$ cat src/rtl/proc_pkg.sv
// Shared processor definitions: loader FSM states and instruction-word constants
// used by the program store and the decode stage.
package proc_pkg;

    // Program store operating modes.
    typedef enum logic [1:0] {
        ST_CLEAR = 2'd0,
        ST_RUN   = 2'd1,
        ST_LOAD  = 2'd2
    } state_e;

    // Instruction width shared with decode.
    localparam int INST_W = 16;

    // Encoding of the no-operation instruction.
    localparam logic [INST_W-1:0] NOP_DEFAULT = '0;

endpackage

$ cat src/rtl/program_ram_array.sv
// Single-port synchronous RAM holding the program image.
// One access per cycle: a write when we=1, otherwise a registered read.
module program_ram_array #(
    parameter int DATA_W = 16,
    parameter int ADDR_W = 4,
    parameter int DEPTH  = 16
) (
    input  logic              clk,
    input  logic              en,
    input  logic              we,
    input  logic [ADDR_W-1:0] addr,
    input  logic [DATA_W-1:0] wdata,
    output logic [DATA_W-1:0] rdata
);

    logic [DATA_W-1:0] mem [DEPTH];

    // Write or registered read of the addressed word.
    // NOTE: the array and read register have no reset so the tool can map them
    // onto a block RAM; the loader clears the contents explicitly after reset.
    always_ff @(posedge clk) begin
        if (en) begin
            if (we) begin
                mem[addr] <= wdata;
            end else begin
                rdata <= mem[addr];
            end
        end
    end

endmodule

$ cat src/rtl/program_ram_loader.sv
// Writable instruction store: clears itself to NOP after reset, serves
// one-cycle-latency fetches, and accepts sequential program downloads over a
// valid/ready port. Fetch and load are mutually exclusive by state, so the
// single RAM port is never contended.
module program_ram_loader
    import proc_pkg::*;
#(
    parameter int                 DATA_W   = INST_W,
    parameter int                 ADDR_W   = 4,
    parameter int                 DEPTH    = 16,
    parameter logic [DATA_W-1:0]  NOP_WORD = DATA_W'(NOP_DEFAULT)
) (
    input  logic              clk,
    input  logic              rst_n,
    input  logic              fetch_req,
    input  logic [ADDR_W-1:0] fetch_addr,
    output logic              fetch_ready,
    output logic              fetch_valid,
    output logic [DATA_W-1:0] fetch_inst,
    output logic              fetch_err,
    input  logic              load_start,
    input  logic              load_valid,
    input  logic [DATA_W-1:0] load_data,
    input  logic              load_last,
    output logic              load_ready,
    output logic              load_done,
    output logic [ADDR_W:0]   load_count,
    output logic              busy
);

    localparam logic [ADDR_W-1:0] LAST_ADDR = ADDR_W'(DEPTH - 1);
    localparam logic [ADDR_W:0]   DEPTH_EXT = (ADDR_W + 1)'(DEPTH);

    state_e            state_q, state_d;
    logic [ADDR_W-1:0] ptr_q, ptr_d;       // clear pointer in CLEAR, write pointer in LOAD
    logic [DATA_W-1:0] inst_hold_q;        // last presented instruction

    logic              ram_en;
    logic              ram_we;
    logic [ADDR_W-1:0] ram_addr;
    logic [DATA_W-1:0] ram_wdata;
    logic [DATA_W-1:0] ram_rdata;

    logic fetch_fire;
    logic fetch_oor;
    logic load_fire;
    logic load_end;

    assign fetch_fire = fetch_req & fetch_ready;
    assign fetch_oor  = ({1'b0, fetch_addr} >= DEPTH_EXT);
    assign load_fire  = load_valid & load_ready;
    // A download ends on an accepted word flagged last, or on the top word.
    assign load_end   = load_fire & (load_last | (ptr_q == LAST_ADDR));

    program_ram_array #(
        .DATA_W (DATA_W),
        .ADDR_W (ADDR_W),
        .DEPTH  (DEPTH)
    ) u_ram (
        .clk   (clk),
        .en    (ram_en),
        .we    (ram_we),
        .addr  (ram_addr),
        .wdata (ram_wdata),
        .rdata (ram_rdata)
    );

    // Next-state, pointer, handshake and RAM-port steering.
    // NOTE: every signal gets a default before the case so no path leaves one
    // unassigned, which would otherwise infer a latch.
    always_comb begin
        state_d     = state_q;
        ptr_d       = ptr_q;
        fetch_ready = 1'b0;
        load_ready  = 1'b0;
        busy        = 1'b1;
        ram_en      = 1'b0;
        ram_we      = 1'b0;
        ram_addr    = ptr_q;
        ram_wdata   = NOP_WORD;

        case (state_q)
            ST_CLEAR: begin
                ram_en = 1'b1;
                ram_we = 1'b1;
                if (ptr_q == LAST_ADDR) begin
                    state_d = ST_RUN;
                    ptr_d   = '0;
                end else begin
                    ptr_d = ptr_q + ADDR_W'(1);
                end
            end

            ST_RUN: begin
                busy        = 1'b0;
                fetch_ready = 1'b1;
                // Out-of-range fetches never touch the array.
                ram_en      = fetch_req & ~fetch_oor;
                ram_addr    = fetch_addr;
                if (load_start) begin
                    state_d = ST_LOAD;
                    ptr_d   = '0;
                end
            end

            ST_LOAD: begin
                load_ready = 1'b1;
                if (load_valid) begin
                    ram_en    = 1'b1;
                    ram_we    = 1'b1;
                    ram_wdata = load_data;
                    ptr_d     = ptr_q + ADDR_W'(1);
                end
                if (load_end) begin
                    state_d = ST_RUN;
                    ptr_d   = '0;
                end
            end

            default: begin
                state_d = ST_CLEAR;
                ptr_d   = '0;
            end
        endcase
    end

    // State and pointer registers; reset restarts the clear sweep from 0.
    // NOTE: sequential state uses non-blocking assignments so every register
    // samples pre-edge values regardless of statement order.
    always_ff @(posedge clk or negedge rst_n) begin
        if (!rst_n) begin
            state_q <= ST_CLEAR;
            ptr_q   <= '0;
        end else begin
            state_q <= state_d;
            ptr_q   <= ptr_d;
        end
    end

    // Fetch response flags: one-cycle pulses following an accepted request.
    always_ff @(posedge clk or negedge rst_n) begin
        if (!rst_n) begin
            fetch_valid <= 1'b0;
            fetch_err   <= 1'b0;
        end else begin
            fetch_valid <= fetch_fire;
            fetch_err   <= fetch_fire & fetch_oor;
        end
    end

    // Holds the presented instruction so fetch_inst is stable between fetches.
    always_ff @(posedge clk or negedge rst_n) begin
        if (!rst_n) begin
            inst_hold_q <= '0;
        end else begin
            inst_hold_q <= fetch_inst;
        end
    end

    // Presented instruction: fresh RAM data, NOP for out-of-range, else held.
    always_comb begin
        fetch_inst = inst_hold_q;
        if (fetch_valid) begin
            fetch_inst = fetch_err ? NOP_WORD : ram_rdata;
        end
    end

    // Download completion pulse and word count, captured on the final word.
    always_ff @(posedge clk or negedge rst_n) begin
        if (!rst_n) begin
            load_done  <= 1'b0;
            load_count <= '0;
        end else begin
            load_done <= load_end;
            if (load_end) begin
                load_count <= {1'b0, ptr_q} + (ADDR_W + 1)'(1);
            end
        end
    end

endmodule

$ cat config.mk
export PLATFORM = sky130hd
export DESIGN_NAME = program_ram_loader
export DESIGN_NICKNAME = d
export VERILOG_FILES = /design/src/rtl/proc_pkg.sv /design/src/rtl/program_ram_array.sv /design/src/rtl/program_ram_loader.sv
export SDC_FILE = /design/constraint.sdc
export NUM_CORES = 1
export LEC_CHECK = 0
export ABC_AREA = 1
export BUFFER_PORTS_ARGS = -buffer_cell sky130_fd_sc_hd__buf_4
export CAP_MARGIN = 20
export CORE_AREA = 2 2 143 145
export DETAILED_ROUTE_END_ITERATION = 16
export DIE_AREA = 0 0 145 147
export GPL_TIMING_DRIVEN = 0
export PLACE_DENSITY = 0.83
export SYNTH_ARGS = -nofsm -noshare
export SYNTH_HDL_FRONTEND = slang
export SYNTH_HIERARCHICAL = 1
export SYNTH_SLANG_ARGS = --single-unit
$ cat constraint.sdc
create_clock -name clk -period 5.7 [get_ports clk]
set_input_delay 0 -clock clk [delete_from_list [all_inputs] [get_ports clk]]
set_output_delay 0 -clock clk [all_outputs]
set_load 0.1 [all_outputs]
==> impl_metrics.yaml <==
clock_network:
  tritoncts: "done"
  clk_pin_slew_worst_paths_ps: 60
  cts_made_buffers: 30
  cts_root_buf: "clkbuf_16"
  postCtsResizedCells: 0
  clockBufferDepth: 3
  cts_setup_buffers: 0
  htree_levels: 1
  insertion_delay_ps: 560
  cts_sinks: 301
min_path:
  worstHoldEndpoint: "u_ram/mem[7][4]$_DFFE_PP_"
  worstHoldStart: "load_data[4]"
  hp-class: "input port to register"
  holdPathStages: 3
logic_synthesis:
  syn-cell-area_mm2: 0.0128
  ys_seq_area_frac: 0.696
  synth_area_per_cell_um2: 10.4
  synth_top_cell_by_area: "edfxtp_1"
  synth_top_area_frac: 0.639
  synth_cell_types: 27
  postSynthCellCount: 1233
  ys_ff_latch: 301
  synth_top_family_by_area: "simple AND/OR/NAND/NOR gates"
  synthSimpleGateAreaFrac: 0.237
  synth-adder-area-share: 0.000979
  muxShareOfSynthArea: 0.0141
  synth_compound_area_frac: 0.00646
  synth.area.top_cells: "edfxtp_1 64%, nand2_1 22%, dfrtp_1 5.7%"
  syn_nets: 1260
  synth_xor_area_frac: 0.000685
  yosys_warnings: 6
timing:
  timing.hold.ws_ps: 24.2
  setup_violations: 0
  fin_crit_sh: 0.610
  maxSlewViolCount: 0
  fin_setup_tns_ps: 0
  fin_ws_ps: 2220
  tightest_slew_ps: 1070
  fmax_mhz: 288
  finalHoldViolations: 0
  slew_headroom: 0.283
  min_period_ps: 3480
  grt_setup_unrepaired: "false"
  finClkSkew_ps: 18.9
floorplanning:
  io_pins: 53
  die_y_um: 147
  die_area_mm2: 0.0213
  coreArea_mm2: 0.0198
  num_rows: 52
  chipWidth_um: 145
  start_util: 0.644
drt:
  drtIter0Drc: 1235
  firstDrtPassIters: 6
  wl_per_cell_um: 19.7
  vias: 9287
  drcViolationCount: 0
  via_per_inst: 5.60
  routed_wl_mm: 32.6
  final_antenna_net_count: 0
pwr:
  ir_drop_mv: 0.355
  seq_power_share: 0.348
  combPwrFrac: 0.431
  p_total_w: 0.00845
  power_frac_clock: 0.222
  power.switching_w: 0.00359
  switching_share: 0.425
  p_leak_nw: 6.55
  pwr_density_cell_mw_per_mm2: 566
  p_int_w: 0.00486
cells_and_area:
  syn_to_final_growth_pct: 16.8
  multi_input_area_mm2: 0.00332
  mostFrequentLayoutCells: "738 x nand2_1, 272 x edfxtp_1, 66 x buf_4"
  drive_gt1_frac: 0.153
  fin_nets: 1391
  utilization: 0.753
  fill_cells: 1188
  num_antenna_cells: 0
  layout_commonest_cell: "nand2_1"
  regArea_mm2: 0.00889
critical_path:
  cp_data_required_time_ps: 5950
  r2r_slack_ps: 2220
  cp-start-kind: "register"
  max_stage_delay_ps: 720
  r2r_start: "state_q[1]$_DFFE_PN0P_"
  worst_setup_path_end_kind: "register"
  r2r_cells: 10
  r2r-end: "u_ram/mem[5][2]$_DFFE_PP_"
  crit_chain: "nor2_4 > inv_2 > nand2_1 > nand2_1 > inv_1 > buf_2 > buf_2 > nand3_1 > nor2_1 > buf_4"
  criticalPathCategory: "register to register"
  arrival_ps: 3730
  cp_slowest_cell: "nor2_1"
  crit_fanout: 10
global_routing:
  grt-ovfl-total: 0
  globalRouteTotalUtil: 0.305
  grt_pass1_wl_mm: 49.1
  grt_max_degree: 30
  antenna_found_initial: 0
  first_global_vias: 9131
place:
  dp_hpwl_mm: 21.7
  place_ws_ps: 2430
  gp_congestion: 0.950
  io_buffers: 50
run:
  max_cap_viol_count: 0
outcome:
  run_status: "finished, final reports clean"
## cells in the mapped netlist
master and number:
edfxtp_1 272, a21oi_1 1, buf_2 31, o21ai_0 3, inv_2 4, o21ai_2 4
dfrtp_1 29, xnor2_1 1, buf_8 1, buf_6 14, nand4_1 1, nand2_2 5
conb_1 1, nor2_2 3, nand3_1 5, o22ai_4 1, inv_1 48, mux2_2 16
nand3_2 1, clkbuf_1 5, nand2_1 738, nor2_1 41, o31ai_1 1, nor2_4 1
ha_1 1, buf_4 4, inv_4 1
## power by group through the flow
stage                     Clock (W)  Combinational, W  Sequential (W)
final                       0.00187           0.00364         0.00294
after global routing        0.00197           0.00389         0.00297
after CTS                   0.00189           0.00357         0.00293
after detailed placement          0           0.00351         0.00298
after global placement            0           0.00336         0.00297
after floorplan                   0           0.00241         0.00308
## state kept, by name, indices dropped and copies added (netlist names)
signal,flops
ptr_q,4
fetch_valid,1
load_done,1
state_q,2
inst_hold_q,16
u_ram/rdata,16
load_count,5
u_ram/mem,256
## cell families (layout without fill, tap and decap cells)
kind of cell,Yosys count,in the layout
and+or+nand+nor,795,795
DFF,301,301
buffers and inverters,108,262
muxes,16,16
AOI/OAI and AO/OA,10,10
adders and majority gates,1,1
other,1,1
xor gates and xnor gates,1,1
## routing by layer
metal,track usage,vias to the layer above,share of wire
met5,0,-,0
met4,0.152,0,0.056
met3,0.0466,138,0.096
met2,0.524,573,0.50
met1,0.382,4364,0.35
li1,-,4212,-
## layout make-up
class	count	share of cell area
buffer	55	0.0252
clock buffer	35	0.0529
clock inverter	20	0.00980
inverter	53	0.0135
multi-input combinational	824	0.222
sequential	301	0.595
tap	270	0.0226
timing repair buffer	99	0.0582
## per-stage QoR
stage / instances / instance area (um^2)
5_1_grt: 1657 / 14900
4_1_cts: 1657 / 14900
6_report: 1657 / 14900
3_5_place_dp: 1584 / 13800
3_3_place_gp: 1553 / 13500
2_1_floorplan: 1233 / 12800
## worst max-delay path by stage
stage | to | cells after the start | slack (ps) | from
after global placement | u_ram/mem[0][0]$_DFFE_PP_ | 9 | 2170 | state_q[1]$_DFFE_PN0P_
final | u_ram/mem[5][2]$_DFFE_PP_ | 10 | 2220 | state_q[1]$_DFFE_PN0P_
after floorplan | u_ram/mem[0][0]$_DFFE_PP_ | 9 | 2350 | state_q[1]$_DFFE_PN0P_
after CTS | u_ram/mem[5][15]$_DFFE_PP_ | 10 | 2390 | state_q[1]$_DFFE_PN0P_
after detailed placement | u_ram/mem[5][3]$_DFFE_PP_ | 10 | 2430 | state_q[1]$_DFFE_PN0P_
after global routing | u_ram/mem[5][8]$_DFFE_PP_ | 10 | 2130 | state_q[1]$_DFFE_PN0P_
## worst max-delay path, delay by kind of cell, from the launching register on
| kind | cells | cell delay [ps] |
|---|---|---|
| flops | 1 | 430 |
| simple gates | 5 | 1520 |
| buf+inv | 5 | 1230 |
## repair_timing
item                       CTS  global route
hold endpoints to repair    91             0
hold buffers                18             0
setup endpoints to repair    0             0
(Power assumes the default switching activity.)
